$ cat src/rtl/fir_output_requant.sv
// fir_output_requant: requantizes full-precision FIR results to the output
// sample width (round + saturate) and buffers them in a small FIFO.
// A valid/ready handshake feeds the downstream side. The FIR cannot be
// stalled, so samples that arrive while the FIFO is full are dropped and counted.
//
// Optional build macro FIR_REQUANT_CONV_ROUND_EN selects convergent rounding
// (round half to even). When it is not defined, rounding is round half toward +inf.
//
// Ports:
//   clk, reset_n       clock, asynchronous active-low reset
//   in_valid, in_data  FIR result stream; one sample per cycle, no backpressure
//   out_valid          FIFO head is valid
//   out_ready          downstream takes the head this cycle
//   out_data           requantized sample at the FIFO head
//   fifo_level         current FIFO occupancy
//   sat_count          saturated samples (sticks at all-ones)
//   drop_count         samples dropped on full FIFO (sticks at all-ones)
module fir_output_requant #(
  parameter int unsigned DATA_IN_WIDTH  = 64,
  parameter int unsigned DATA_OUT_WIDTH = 16,
  parameter int unsigned SHIFT          = 31,
  parameter int unsigned FIFO_DEPTH     = 8,
  parameter int unsigned CNT_WIDTH      = 16
) (
  input  logic                                  clk,
  input  logic                                  reset_n,
  input  logic                                  in_valid,
  input  logic [DATA_IN_WIDTH-1:0]              in_data,
  output logic                                  out_valid,
  input  logic                                  out_ready,
  output logic [DATA_OUT_WIDTH-1:0]             out_data,
  output logic [$clog2(FIFO_DEPTH):0]           fifo_level,
  output logic [CNT_WIDTH-1:0]                  sat_count,
  output logic [CNT_WIDTH-1:0]                  drop_count
);

  localparam int unsigned AW = $clog2(FIFO_DEPTH);
  localparam int unsigned PW = AW + 1;
  localparam int unsigned SW = DATA_IN_WIDTH + 1;

  localparam logic signed [SW-1:0] MAX_S =
    {{(SW-DATA_OUT_WIDTH+1){1'b0}}, {(DATA_OUT_WIDTH-1){1'b1}}};
  localparam logic signed [SW-1:0] MIN_S =
    {{(SW-DATA_OUT_WIDTH+1){1'b1}}, {(DATA_OUT_WIDTH-1){1'b0}}};

  // Stage 1: sign-extend by one bit so adding the rounding constant cannot overflow
  logic signed [SW-1:0] in_ext;
  logic signed [SW-1:0] s1_next;
  logic signed [SW-1:0] s1_data;
  logic                 s1_v;

  assign in_ext = $signed({in_data[DATA_IN_WIDTH-1], in_data});

`ifdef FIR_REQUANT_CONV_ROUND_EN
  localparam logic [SHIFT-1:0] HALF_FRAC = SHIFT'(1) << (SHIFT - 1);

  logic signed [SW-1:0] trunc;
  logic [SHIFT-1:0]     frac;
  logic                 round_up;

  // Floor, then round up above one half, or at exactly one half when the floor is odd
  always_comb begin
    trunc    = in_ext >>> SHIFT;
    frac     = in_data[SHIFT-1:0];
    round_up = (frac > HALF_FRAC) || ((frac == HALF_FRAC) && trunc[0]);
    s1_next  = trunc + $signed({{(SW-1){1'b0}}, round_up});
  end
`else
  localparam logic signed [SW-1:0] HALF = SW'(1) << (SHIFT - 1);

  logic signed [SW-1:0] sum;

  // Add one half, then floor: rounds half toward +inf
  always_comb begin
    sum     = in_ext + HALF;
    s1_next = sum >>> SHIFT;
  end
`endif

  // Stage 2: clamp to the output range
  logic [DATA_OUT_WIDTH-1:0] s2_next;
  logic                      s2_sat_next;
  logic [DATA_OUT_WIDTH-1:0] s2_data;
  logic                      s2_v;
  logic                      s2_sat;

  always_comb begin
    s2_next     = s1_data[DATA_OUT_WIDTH-1:0];
    s2_sat_next = 1'b0;
    if (s1_data > MAX_S) begin
      s2_next     = MAX_S[DATA_OUT_WIDTH-1:0];
      s2_sat_next = 1'b1;
    end else if (s1_data < MIN_S) begin
      s2_next     = MIN_S[DATA_OUT_WIDTH-1:0];
      s2_sat_next = 1'b1;
    end
  end

  // Stage 3: FIFO with registered head, level and valid
  logic [DATA_OUT_WIDTH-1:0] mem [FIFO_DEPTH];
  logic [PW-1:0]             rd_ptr;
  logic [PW-1:0]             wr_ptr;
  logic [PW-1:0]             rd_ptr_nxt;
  logic [PW-1:0]             wr_ptr_nxt;
  logic                      full;
  logic                      rd;
  logic                      wr;
  logic                      drop;
  logic [DATA_OUT_WIDTH-1:0] head_nxt;

  always_comb begin
    full       = (rd_ptr[AW-1:0] == wr_ptr[AW-1:0]) && (rd_ptr[AW] != wr_ptr[AW]);
    rd         = out_valid && out_ready;
    // A read on a full FIFO frees the slot the same cycle's write uses
    wr         = s2_v && (!full || rd);
    drop       = s2_v && !wr;
    rd_ptr_nxt = rd_ptr + PW'(rd);
    wr_ptr_nxt = wr_ptr + PW'(wr);
    // The new head is the sample being written when the FIFO was empty after the read
    if (wr && (rd_ptr_nxt[AW-1:0] == wr_ptr[AW-1:0])) begin
      head_nxt = s2_data;
    end else begin
      head_nxt = mem[rd_ptr_nxt[AW-1:0]];
    end
  end

  // FIFO storage needs no reset; visibility is controlled by the pointers
  always_ff @(posedge clk) begin
    if (wr) begin
      mem[wr_ptr[AW-1:0]] <= s2_data;
    end
  end

  always_ff @(posedge clk or negedge reset_n) begin
    if (!reset_n) begin
      s1_v       <= 1'b0;
      s1_data    <= '0;
      s2_v       <= 1'b0;
      s2_data    <= '0;
      s2_sat     <= 1'b0;
      rd_ptr     <= '0;
      wr_ptr     <= '0;
      out_valid  <= 1'b0;
      out_data   <= '0;
      fifo_level <= '0;
      sat_count  <= '0;
      drop_count <= '0;
    end else begin
      s1_v       <= in_valid;
      s1_data    <= s1_next;
      s2_v       <= s1_v;
      s2_data    <= s2_next;
      s2_sat     <= s2_sat_next;
      rd_ptr     <= rd_ptr_nxt;
      wr_ptr     <= wr_ptr_nxt;
      out_valid  <= (wr_ptr_nxt != rd_ptr_nxt);
      fifo_level <= wr_ptr_nxt - rd_ptr_nxt;
      if (wr_ptr_nxt != rd_ptr_nxt) begin
        out_data <= head_nxt;
      end
      if (s2_v && s2_sat && (sat_count != '1)) begin
        sat_count <= sat_count + CNT_WIDTH'(1);
      end
      if (drop && (drop_count != '1)) begin
        drop_count <= drop_count + CNT_WIDTH'(1);
      end
    end
  end

endmodule
$ cat config.mk
export PLATFORM = sky130hd
export DESIGN_NAME = fir_output_requant
export DESIGN_NICKNAME = d
export VERILOG_FILES = /design/src/rtl/fir_output_requant.sv
export SDC_FILE = /design/constraint.sdc
export NUM_CORES = 1
export LEC_CHECK = 0
export ABC_CLOCK_PERIOD_IN_PS = 3960
export CAP_MARGIN = 20
export CORE_ASPECT_RATIO = 2
export CORE_MARGIN = 1
export CORE_UTILIZATION = 35
export CTS_CLUSTER_SIZE = 28
export DETAILED_ROUTE_END_ITERATION = 12
export PLACE_DENSITY = 0.57
export SETUP_SLACK_MARGIN = 0.5
export SYNTH_ARGS = -nofsm -noshare
export SYNTH_HDL_FRONTEND = slang
export SYNTH_SLANG_ARGS = --single-unit
$ cat constraint.sdc
create_clock -name clk -period 3.96 [get_ports clk]
set_clock_uncertainty 0.15 [all_clocks]
set_input_delay 0.99 -clock clk [delete_from_list [all_inputs] [get_ports clk]]
set_output_delay 0.99 -clock clk [all_outputs]
set_load 0.1 [all_outputs]
Yosys cells after proc, flatten, opt, wreduce, memory -nomap -nowiden
Memory sizes are Yosys's and may differ from the RTL's. A register that Yosys moved wholly into a read port is not among the register bits.
Index checks and enable logic that the tools add are counted.

word-level totals
  RAM bits = 128
  register bits = 98
  word-level logic and storage cells = 42
  memories kept = 1
  bits of input ports = 68
  output and inout port bits = 53

operators by class
  $add $sub $neg = 6
  multiplexer cells = 6
  $lt $le $gt $ge = 2
  reductions and logical operators = 11
  equal/unequal tests = 5

memory list
  name  depth  bits a word  read ports  clocked after memory_dff  write ports  RTL line  text
  mem   8      16           1           1                         1            100       logic [DATA_OUT_WIDTH-1:0] mem [FIFO_DEPTH];

operators by type and width
  operator                                                                        count
  64-bit by 32-bit adder with 65-bit output, second input constant                1
  34-bit by 16-bit > comparator with 1-bit output, second input constant          1
  34-bit by 16-bit less-than comparator with 1-bit output, second input constant  1
  16-bit by 1-bit adder with 16-bit output, second input constant                 2
  16-bit 2-to-1 mux                                                               2
  16-bit != test, second input constant                                           2
  4-bit by 1-bit adder with 4-bit output                                          2
  1-bit logical AND                                                               7
  1-bit 2-to-1 mux                                                                4
  4-bit != test                                                                   1
  4-bit subtractor                                                                1
  3-bit equality test                                                             1
  1-bit zero test                                                                 3
  1-bit logical OR                                                                1
  1-bit != test                                                                   1

Depth between registers and ports, before layout
  depth after elaboration = 8
  depth in mapped cells = 14
  mapped depth without buffers = 12

Least setup slack after synthesis
No wires, ideal clock.

  path kind = reg2reg
  start = reg out_valid
  end = mem mem[0][0], enable pin
  arrival time = 3045 ps
  required time = 3380 ps
  clock period less this slack = 3626 ps
  cell stages (with the launch flop) = 6
  slack = 334 ps
  setup time = 430 ps
  buffers on the path = 0
  path through = dfrtp_1 -> nand2_1 -> nand2_1 -> or2_2 -> nand2_1 -> nor4_1

on the way
  word-level cells in the longest chain between the ends = 5

ends and longest elaborated chain
  what                                    RTL line  text
  start: declaration                      29        output logic out_valid,
  start signal: assignment                156       out_valid <= (wr_ptr_nxt != rd_ptr_nxt);
  1-bit logical AND                       113       rd = out_valid && out_ready;
  1-bit logical OR                        115       wr = s2_v && (!full || rd);
  1-bit logical AND                       115
  1-bit 2-to-1 mux                        129       if (wr) begin
  1-bit 2-to-1 mux (implied by the code)  130       mem[wr_ptr[AW-1:0]] <= s2_data;
  end: declaration                        100

Every way passes these cells.

Worst setup path in the final report
  start = in out_ready
  end = reg out_data[2] (read register of mem)

on the way
  word-level cells in the longest chain between the ends = 5
  elaborated cells on any way between the ends = 6
  those cells by class = 2 x add/sub; 1 x eq/ne; 3 x reduce/logical

ends and longest elaborated chain
  what                                    RTL line  text
  start: declaration                      30        input logic out_ready,
  1-bit logical AND                       113
  1-bit logical OR                        115
  1-bit logical AND                       115
  4-bit by 1-bit adder with 4-bit output  118       wr_ptr_nxt = wr_ptr + PW'(wr);
  named net wr_ptr_nxt[3]                 104       logic [PW-1:0] wr_ptr_nxt;
  4-bit != test                           158       if (wr_ptr_nxt != rd_ptr_nxt) begin
  end: declaration                        31        output logic [DATA_OUT_WIDTH-1:0] out_data,

The timed path passes the listed nets, and every way through them passes these cells.
A chain may end at the register's enable or synchronous reset.

==> metrics.md <==
| Metric | Value |
|---|---|
| Maximum achievable frequency | 303 MHz |
| R2r endpoint | out_data[2] |
| RePlAce Congestion | 0.771 |
| Switch share | 0.389 |
| # nets final | 844 |
| Nature of the critical path endpoint | flip-flop |
| Most used cells in the layout excluding fill and tap cells | 128 x edfxtp_1, 114 x dfrtp_1, 68 x clkdlybuf4s50_1 |
| Worst setup slack before clock tree synthesis | 0.0922 ns |
| Number of H-tree branching levels | 1 |
| Peak supply drop | 0.367 mV |
| Net switching power | 0.00371 W |
| Shortest period the worst path allows | 3.30 ns |
| Signal arrival time at the worst endpoint | 3.52 ns |
| Share of layout cells above drive strength 1 | 0.181 |
| RSZ-0062 raised after global routing | no |
| Detailed-routing iteration count for the pre-antenna-repair pass | 6 |
| Nature of the critical path startpoint | primary input |
| I/O pin count | 121 |
| Final setup violation count | 0 |
| Ys flop type | edfxtp_1 |
| Maximum number of pins on one net before global-route repair | 104 |
| CP required | 4.18 ns |
| First-pass GRT wire length | 33100 µm |
| Total CTS buffers | 21 |
| Placeable Area | 0.0282 mm² |
| Total negative setup slack | 0 ns |
| Synth Cell Area | 0.0101 mm² |
| Clock input transition at the sequential cells of the worst setup and hold paths | 0.07 ns |
| Worst hold-check slack | 0.174 ns |
| GR Util All Layers | 0.147 |
| Deepest clock path buffer count | 3 |
| Fin util | 0.432 |
| Antenna violations before repair | 0 |
| Static Leak | 4.82 nW |
| Power Internal | 0.00583 W |
| Number of fillers in the final layout | 2537 |
| Die outline area | 0.0295 mm² |
| Core Rows | 87 |
| Hold Path Class | in2async |
| Cell type with the highest occurrence count on the critical path | nand2_1 |
| Transition time of the tightest slew-check pin | 0.980 ns |
| Hold violation total from the final report | 0 |
| Number of remaining DRC errors | 0 |
| Placed wire-length estimate | 14400 µm |
| Destination of the critical timing path | out_data[2] |
| Number of synthesized flops with an enable pin | 128 |
| Number of nets still failing antenna checks after routing | 0 |
| Maximum single-stage delay on the critical path | 0.40 ns |
| Total via count after detailed routing | 5563 |
| TritonCTS clock tree | done |
| Syn. warnings | 0 |
| Gr ovfl total | 0 |
| Fraction of the yosys area taken by sequential cells | 0.665 |
| First DRT Iteration DRCs | 223 |
| Sequential cell fraction of total power | 0.356 |
| Post-synth ARST share | 0.471 |
| Max FO, Critical Path | 17 |
| Worst reg2reg setup slack | 0.77 ns |
| DR vias/cell | 4.90 |
| Routed wire per std cell | 18.1 µm |
| Sequential cell area in the final layout | 0.00670 mm² |
| Worst path slowest cell | clkdlybuf4s50_1 |
| Number of cells traversed by the worst register-to-register path | 12 |
| Count of cell types in the netlist | 47 |
| Average cell area after synthesis | 15.6 µm² |
| Status | completed |
| Share of power burned in the clock network | 0.204 |
| Max-slew violation count | 0 |
| Total wire length | 20500 µm |
| Final cycle utilization of the critical path | 0.834 |
| Number of maximum-capacitance violations | 0 |
| Overall die width | 122 µm |
| Net count after synthesis | 726 |
| CP Launch Point | out_ready |
| Area grow syn2layout | 20.9% |
| Power per cell area | 784 mW/mm² |
| Number of synthesized register bits | 242 |
| Worst rel slew slack | 0.345 |
| Combinational cell fraction of total power | 0.441 |
| Critical register-to-register path startpoint | wr_ptr[1] |
| Sinks on the clock net | 242 |
| Count of antenna diodes in the layout | 0 |
| Die Ht | 242 µm |
| Crit Path Category | in2reg |
| Clock Root Buffer | clkbuf_16 |
| Worst-Skew Late Latency | 0.51 ns |
| Most common cell after layout, fill and taps aside | edfxtp_1 |
| Hold buffers post-CTS | 0 |
| Combined area of the multi-input logic cells | 0.00316 mm² |
| Buffers added on ports | 90 |
| Cells traversed along the worst timing path | clkdlybuf4s50_1 -> nand2_1 -> nand2_1 -> or2_2 -> nand2_1 -> inv_1 -> ha_1 -> nand3_1 -> xnor2_1 -> xnor2_1 -> nand4_1 -> buf_12 -> mux2i_1 |
| Effective utilization at floorplan | 0.357 |
| Synth Instances | 647 |
| Number of global-route vias before repair | 6123 |
| Post-route setup slack | 0.659 ns |
synth_stat cells, types with 2 or more instances:
library cell / number / area (µm²)
clkbuf_1: 3 / 11.3
mux4_2: 32 / 721
mux2_2: 8 / 90.1
inv_1: 28 / 105
buf_6: 7 / 78.8
nor3_1: 9 / 45.0
nand2_1: 61 / 229
buf_4: 2 / 15.0
nor3_2: 2 / 20.0
and3_1: 11 / 68.8
xor2_1: 20 / 175
mux2_1: 11 / 124
nand4_1: 23 / 144
dfrtp_1: 114 / 2850
or4_1: 2 / 15.0
ha_1: 10 / 125
a21oi_1: 3 / 15.0
buf_2: 8 / 40.0
nor4_1: 4 / 25.0
mux2i_1: 33 / 330
edfxtp_1: 128 / 3840
nor2_1: 15 / 56.3
and4_1: 8 / 70.1
nand2b_1: 5 / 31.3
nand3_1: 27 / 135
xnor2_1: 52 / 455
power groups by stage:
stage	combinational (W)	sequential, W	clock [W]
final	0.00421	0.00339	0.00194
after global routing	0.00448	0.00344	0.00209
after CTS	0.00424	0.00340	0.00201
after detailed placement	0.00423	0.00345	0
after global placement	0.00414	0.00341	0
after floorplan	0.00207	0.00443	0
critical path, delay by kind of cell:
kind | cells | cell delay (ns)
and+or+nand+nor | 6 | 1.06
adders and majority gates | 1 | 0.19
xor gates and xnor gates | 2 | 0.44
buffers and inverters | 3 | 0.67
muxes | 1 | 0.14
final cells by class:
cell class	instances	area share
Sequential cell	242	0.550
Inverter	29	0.00894
Timing Repair Buffer	116	0.0921
Clock buffer	27	0.0475
Tap cell	356	0.0366
Clock inverter	11	0.00575
Multi-Input combinational cell	355	0.259
worst min-delay path by stage:
| stage | end | cells after the start | slack [ns] |
|---|---|---|---|
| after floorplan | s2_v | 0 | 0.18 |
| after global placement | s2_v | 0 | 0.19 |
| after detailed placement | s2_v | 0 | 0.19 |
| after CTS | out_data[7] | 1 | 0.16 |
| after global routing | out_data[7] | 1 | 0.17 |
| final | out_data[7] | 1 | 0.17 |
cells by family after synthesis:
group / after synthesis / synth area share
xor gates and xnor gates: 75 / 0.0682
muxes: 84 / 0.126
adders and majority gates: 11 / 0.0144
and+or+nand+nor: 173 / 0.0887
DFF: 242 / 0.665
AOI/OAI and AO/OA: 12 / 0.0124
buffers and inverters: 50 / 0.0256
state kept, by name, indices dropped and copies added, names as in the netlist:
signal,cells
s1_v,1
s2_sat,1
s1_data,34
out_data,16
out_valid,1
s2_v,1
wr_ptr,4
s2_data,16
rd_ptr,4
fifo_level,4
sat_count,16
drop_count,16
mem,128
routing by layer:
layer / global-route usage / wire length (µm) / up-vias
met5: 0 / 0 / -
met4: 0.0556 / 539 / 0
met3: 0.0172 / 547 / 27
met2: 0.280 / 11900 / 99
met1: 0.160 / 7570 / 2836
li1: - / - / 2601
stage by stage:
step | std cells | cell area (µm²) | power (W)
global route | 1136 | 12200 | 0.0100
global placement | 1096 | 11500 | 0.00755
detailed placement | 1096 | 11500 | 0.00768
finish | 1136 | 12200 | 0.00954
CTS | 1134 | 12100 | 0.00964
floorplan | 647 | 10100 | 0.00650
what timing repair did:
action                                  CTS  global route
buffers inserted                          0             1
endpoints found under the setup margin    0             3
gates resized for setup                   0             2
Power figures use the tool's default switching activity.
